===== src/rtl/shr_cap_pkg.sv =====
// rtl/shr_cap_pkg.sv - shared types and defaults for the shift-register frame capture block
package shr_cap_pkg;

  typedef enum logic [1:0] {
    IDLE      = 2'd0,
    WAIT_SYNC = 2'd1,
    SHIFT     = 2'd2,
    DONE      = 2'd3
  } cap_state_e;

  localparam int DEF_MAX_LEN = 1024;
  localparam int DEF_CNT_W   = 11;
  localparam int SYNC_STAGES = 2;

endpackage


===== src/rtl/sync_edge_det.sv =====
// rtl/sync_edge_det.sv - multi-flop synchronizer with a registered rising-edge pulse
module sync_edge_det
  import shr_cap_pkg::*;
(
  input  logic clk_in,
  input  logic rst_n,
  input  logic async_in,
  output logic level,
  output logic rise
);

  logic [SYNC_STAGES-1:0] sync_q, sync_d;
  logic                   prev_q, prev_d;
  logic                   rise_q, rise_d;

  always_comb begin
    sync_d = {sync_q[SYNC_STAGES-2:0], async_in};
    prev_d = sync_q[SYNC_STAGES-1];
    // Pulse is registered so it lines up one cycle after the level it was derived from.
    rise_d = sync_q[SYNC_STAGES-1] & ~prev_q;
  end

  always_ff @(posedge clk_in or negedge rst_n) begin
    if (!rst_n) begin
      sync_q <= '0;
      prev_q <= 1'b0;
      rise_q <= 1'b0;
    end else begin
      sync_q <= sync_d;
      prev_q <= prev_d;
      rise_q <= rise_d;
    end
  end

  assign level = sync_q[SYNC_STAGES-1];
  assign rise  = rise_q;

endmodule


===== src/rtl/shr_frame_capture.sv =====
// rtl/shr_frame_capture.sv - oversampling capture of a serial shift-register frame into a parallel register
// Optional data-compare against the transmitted pattern is enabled by SHR_CAP_COMPARE_EN.
module shr_frame_capture
  import shr_cap_pkg::*;
#(
  parameter int MAX_LEN = DEF_MAX_LEN,
  parameter int CNT_W   = DEF_CNT_W
) (
  input  logic               clk_in,
  input  logic               rst_n,
  input  logic               shr_clk,
  input  logic               shr_syn,
  input  logic               shr_din,
  input  logic [9:0]         seq_length,
  input  logic               arm,
  output logic               busy,
  output logic               done,
  output logic               len_err,
  output logic               overflow,
  output logic [CNT_W-1:0]   bit_cnt,
`ifdef SHR_CAP_COMPARE_EN
  input  logic [MAX_LEN-1:0] exp_reg,
  output logic               mismatch,
  output logic [CNT_W-1:0]   err_cnt,
`endif
  output logic [MAX_LEN-1:0] cap_reg
);

  localparam int IDX_W = (MAX_LEN > 1) ? $clog2(MAX_LEN) : 1;
  localparam int CMP_W = (CNT_W > 10) ? CNT_W : 10;
  localparam logic [CNT_W-1:0] MAX_CNT = CNT_W'(MAX_LEN);

  logic clk_rise, syn_lvl, din_lvl;
  logic unused_clk_lvl, unused_syn_rise, unused_din_rise;

  sync_edge_det u_clk_sync (
    .clk_in   (clk_in),
    .rst_n    (rst_n),
    .async_in (shr_clk),
    .level    (unused_clk_lvl),
    .rise     (clk_rise)
  );

  sync_edge_det u_syn_sync (
    .clk_in   (clk_in),
    .rst_n    (rst_n),
    .async_in (shr_syn),
    .level    (syn_lvl),
    .rise     (unused_syn_rise)
  );

  sync_edge_det u_din_sync (
    .clk_in   (clk_in),
    .rst_n    (rst_n),
    .async_in (shr_din),
    .level    (din_lvl),
    .rise     (unused_din_rise)
  );

  cap_state_e         state_q, state_d;
  logic [CNT_W-1:0]   bit_cnt_q, bit_cnt_d;
  logic [MAX_LEN-1:0] cap_q, cap_d;
  logic               done_q, done_d;
  logic               len_err_q, len_err_d;
  logic               overflow_q, overflow_d;
  logic [IDX_W-1:0]   wr_idx;
`ifdef SHR_CAP_COMPARE_EN
  logic               mismatch_q, mismatch_d;
  logic [CNT_W-1:0]   err_cnt_q, err_cnt_d;
`endif

  always_comb begin
    state_d    = state_q;
    bit_cnt_d  = bit_cnt_q;
    cap_d      = cap_q;
    done_d     = done_q;
    len_err_d  = len_err_q;
    overflow_d = overflow_q;
    wr_idx     = bit_cnt_q[IDX_W-1:0];
`ifdef SHR_CAP_COMPARE_EN
    mismatch_d = mismatch_q;
    err_cnt_d  = err_cnt_q;
`endif

    // arm outranks every line event, including a capture or frame end in the same cycle.
    if (arm) begin
      state_d    = WAIT_SYNC;
      bit_cnt_d  = '0;
      cap_d      = '0;
      done_d     = 1'b0;
      len_err_d  = 1'b0;
      overflow_d = 1'b0;
`ifdef SHR_CAP_COMPARE_EN
      mismatch_d = 1'b0;
      err_cnt_d  = '0;
`endif
    end else begin
      unique case (state_q)
        IDLE, DONE: ;
        WAIT_SYNC: begin
          if (syn_lvl) state_d = SHIFT;
        end
        SHIFT: begin
          if (clk_rise) begin
            if (bit_cnt_q < MAX_CNT) begin
              cap_d[wr_idx] = din_lvl;
              bit_cnt_d     = bit_cnt_q + 1'b1;
`ifdef SHR_CAP_COMPARE_EN
              if (din_lvl != exp_reg[wr_idx]) begin
                mismatch_d = 1'b1;
                if (err_cnt_q != '1) err_cnt_d = err_cnt_q + 1'b1;
              end
`endif
            end else begin
              overflow_d = 1'b1;
            end
          end
          // A bit arriving with the sync fall still counts toward this frame.
          if (!syn_lvl) begin
            state_d   = DONE;
            done_d    = 1'b1;
            len_err_d = (CMP_W'(bit_cnt_d) != CMP_W'(seq_length)) || overflow_d;
          end
        end
      endcase
    end
  end

  always_ff @(posedge clk_in or negedge rst_n) begin
    if (!rst_n) begin
      state_q    <= IDLE;
      bit_cnt_q  <= '0;
      cap_q      <= '0;
      done_q     <= 1'b0;
      len_err_q  <= 1'b0;
      overflow_q <= 1'b0;
`ifdef SHR_CAP_COMPARE_EN
      mismatch_q <= 1'b0;
      err_cnt_q  <= '0;
`endif
    end else begin
      state_q    <= state_d;
      bit_cnt_q  <= bit_cnt_d;
      cap_q      <= cap_d;
      done_q     <= done_d;
      len_err_q  <= len_err_d;
      overflow_q <= overflow_d;
`ifdef SHR_CAP_COMPARE_EN
      mismatch_q <= mismatch_d;
      err_cnt_q  <= err_cnt_d;
`endif
    end
  end

  assign busy     = (state_q == WAIT_SYNC) || (state_q == SHIFT);
  assign done     = done_q;
  assign len_err  = len_err_q;
  assign overflow = overflow_q;
  assign bit_cnt  = bit_cnt_q;
  assign cap_reg  = cap_q;
`ifdef SHR_CAP_COMPARE_EN
  assign mismatch = mismatch_q;
  assign err_cnt  = err_cnt_q;
`endif

endmodule


===== config.mk =====
export PLATFORM = sky130hd
export DESIGN_NAME = shr_frame_capture
export DESIGN_NICKNAME = d
export VERILOG_FILES = /design/src/rtl/shr_cap_pkg.sv /design/src/rtl/sync_edge_det.sv /design/src/rtl/shr_frame_capture.sv
export SDC_FILE = /design/constraint.sdc
export NUM_CORES = 2
export LEC_CHECK = 0
export CAP_MARGIN = 20
export CORE_AREA = 2 2 407 409
export CTS_CLUSTER_DIAMETER = 40
export DETAILED_ROUTE_END_ITERATION = 10
export DIE_AREA = 0 0 409 411
export HOLD_SLACK_MARGIN = 0.12
export SYNTH_ARGS = -nofsm -noshare
export SYNTH_HDL_FRONTEND = slang
export SYNTH_SLANG_ARGS = --single-unit

===== constraint.sdc =====
create_clock -name clk_in -period 2.57 [get_ports clk_in]
set_input_delay 0.514 -clock clk_in [delete_from_list [all_inputs] [get_ports clk_in]]
set_output_delay 0.514 -clock clk_in [all_outputs]
set_load 0.02 [all_outputs]

==> flow_summary.json <==
{
  "outcome": "completed",
  "pre_cts_slack_ps": -139,
  "wl_per_cell_um": 31.3,
  "critical_path.slowest_cell": "dfrtp_2",
  "ys_ff_latch": 1048,
  "coreArea_mm2": 0.164,
  "htree_levels": 4,
  "dieArea_mm2": 0.168,
  "syn-num-nets": 5117,
  "grt_max_degree": 112,
  "endpoint_kind": "output port",
  "slew_headroom_pct": 56.0,
  "root_buffer": "clkbuf_16",
  "fmax_mhz": 394,
  "worst-path-max-fanout": 11,
  "final_util_pct": 41.0,
  "seq_area_mm2": 0.0262,
  "vias": 48700,
  "cap_violations": 0,
  "startpoint_type": "flip-flop",
  "syn_area_mm2": 0.0459,
  "drc_errors": 0,
  "core.rowCount": 149,
  "setup_viol": 0,
  "start_util_pct": 28.0,
  "synth_area_per_cell_um2": 9.01,
  "syn-instance-count": 5095,
  "largest_reg_flops": 1024,
  "clkLatencyLatePin_ps": 800,
  "setup_tns_ps": 0,
  "drv_slew": 0,
  "drt_wl_total_um": 263000,
  "ant_nets": 0,
  "final_nets": 6095,
  "gp_congestion": 0.880,
  "grt_pass1_wl_um": 364000,
  "layout_min_cycle_time_ps": 2540,
  "hp-class": "in2reg",
  "wl_met3_um": 29300,
  "hpwl_um": 175000,
  "multi_input_area_mm2": 0.0176,
  "die_h_um": 411,
  "crit_type": "reg2out",
  "grt_use_total_pct": 30.0,
  "timing.final.crit_share_pct": 98.9,
  "clock-sinks": 1048,
  "top_layer": "met5",
  "clk_pin_slew_worst_paths_ps": 60,
  "first_iter_violations": 7171,
  "clock_skew_ps": 67.7,
  "hold_viol": 0,
  "via_per_inst": 5.79,
  "p_leak_nw": 25.9,
  "antenna_found_initial": 15,
  "fillerInstances": 15900,
  "ys_warn_count": 0,
  "cp.required_ps": 2060,
  "grt_pass1_vias": 46900,
  "cpPeakStageDelay_ps": 520,
  "cp_cell_sequence": "buf_4 > clkdlybuf4s15_1",
  "tightestPinTransition_ps": 659,
  "grt.overflow.total": 0,
  "wl_met1_um": 96800,
  "drive_gt1_share_pct": 12.7,
  "die_x_um": 409,
  "setup_ws_ps": 29.2,
  "syn_to_final_growth_pct": 46.2,
  "arrival_ps": 2030,
  "cts_buffer_depth": 3,
  "numCtsBuffers": 163,
  "port_buffers": 1054,
  "ir_drop_mv": 0.591,
  "met2_length_um": 118000,
  "pin_count": 1055,
  "dr.pass1.iters": 8,
  "seq_area_frac_synth_pct": 57.1,
  "ys_types": 47,
  "rsz0062_at_grt": "no",
  "cts_tree": "yes",
  "powerDensity_mw_per_mm2": 624
}
[path summary, 6_finish.rpt]
kind,depth (start not counted),to,slack [ps],from
worst max register to register,9,cap_reg[396],60,bit_cnt[1]
max in group asynchronous,4,cap_reg[284],1070,rst_n
min in group asynchronous,2,cap_reg[601],350,rst_n
worst min register to register,0,u_clk_sync.sync_q[1],350,u_clk_sync.sync_q[0]
worst max-delay path,2,bit_cnt[9],30,bit_cnt[9]
worst min-delay path,1,u_syn_sync.sync_q[0],270,shr_syn
[timing repair]
action                     CTS  global route
setup endpoints to repair   43            30
hold endpoints to repair    70             0
gates resized for setup     26             6
hold buffers                 4             0
pin swaps                    0             1
setup buffers                2             0
[where the power goes]
group	total, mW	switching [mW]	internal (mW)
logic	1.32	1.04	0.277
registers	16.5	0.0163	16.5
clock network	24.0	9.29	14.7
[cell usage in the layout (no fill, tap or decap), types with 9 or more instances in the layout]
cell type	n
a21oi_1	1027
buf_12	92
buf_4	275
bufinv_16	22
clkbuf_1	13
clkbuf_16	163
clkbuf_8	17
clkdlybuf4s50_1	1037
clkinv_16	9
clkinv_2	19
clkinv_4	15
clkinvlp_4	14
dfrtp_1	1042
diode_2	10
inv_6	17
mux2i_1	9
nand2_1	103
nand2_2	14
nand3_1	1031
nor2_1	44
nor2_2	39
nor2_4	35
o21ai_0	1021
xor2_1	10
[synth_stat cells (all sizes together)]
library cell	n	area, um2
a21oi	1027	5140
a311o	1	10.0
a31oi	3	18.8
and2	11	68.8
and2b	1	7.51
and3	4	25.0
and3b	2	17.5
and4	1	8.76
buf	95	514
clkbuf	518	1940
dfrtp	1048	26200
ha	6	75.1
inv	9	33.8
mux2	1	11.3
mux2i	9	90.1
nand2	118	445
nand2b	5	31.3
nand3	1031	5160
nand3b	2	15.0
nand4	6	37.5
nand4b	1	8.76
nand4bb	1	11.3
nor2	118	483
nor2b	9	56.3
nor3	8	56.3
nor3b	4	30.0
nor4	1	6.26
o21ai	1021	5110
o21bai	1	7.51
o31ai	1	7.51
o41ai	1	8.76
or2	7	43.8
or3	3	18.8
or3b	2	17.5
or4	1	7.51
xnor2	8	70.1
xor2	10	87.6
[metrics by stage]
step / power [mW] / cell area [um2] / hold slack (ps) / cells
CTS: 42.0 / 67100 / 206 / 8400
finish: 41.9 / 67100 / 273 / 8410
global placement: 18.1 / 61000 / 335 / 8091
global route: 42.9 / 67100 / 205 / 8406
detailed placement: 18.1 / 61000 / 335 / 8091
floorplan: 17.3 / 45900 / 218 / 5095
[area by class of cell]
cell class                 count  area share, %
multi-input combinational   3425           26.2
tap                         2189           4.08
sequential                  1048           39.1
antenna                       10         0.0373
inverter                       9         0.0503
clock buffer                 193           6.50
timing repair buffer        1426           21.6
clock inverter               110           2.41
[worst max-delay path, delay by kind of cell, from the launching register on]
| family | cells | cell delay [ps] |
|---|---|---|
| buffers and inverters | 2 | 730 |
| flip-flops | 1 | 520 |
[layer usage]
layer  up-vias  global-route usage (%)
li1      20100                       -
met1     24100                    36.8
met2      3719                    46.3
met3       762                    8.70
met4         4                    19.3
met5         -                       0
[cells by family (layout without fill, tap and decap cells)]
kind of cell,count (synthesis),count (layout),share of synthesized area [%]
AND/OR/NAND/NOR,1336,1336,14.3
flip-flops,1048,1048,57.1
XOR/XNOR,18,18,0.343
other,0,10,0
adder cells (fa/ha/maj),6,6,0.164
buffers and inverters,622,1738,5.43
multiplexers,10,10,0.221
AO/OA/AOI/OAI,2055,2055,22.4
Note: power is estimated with default switching activity, not from simulation.
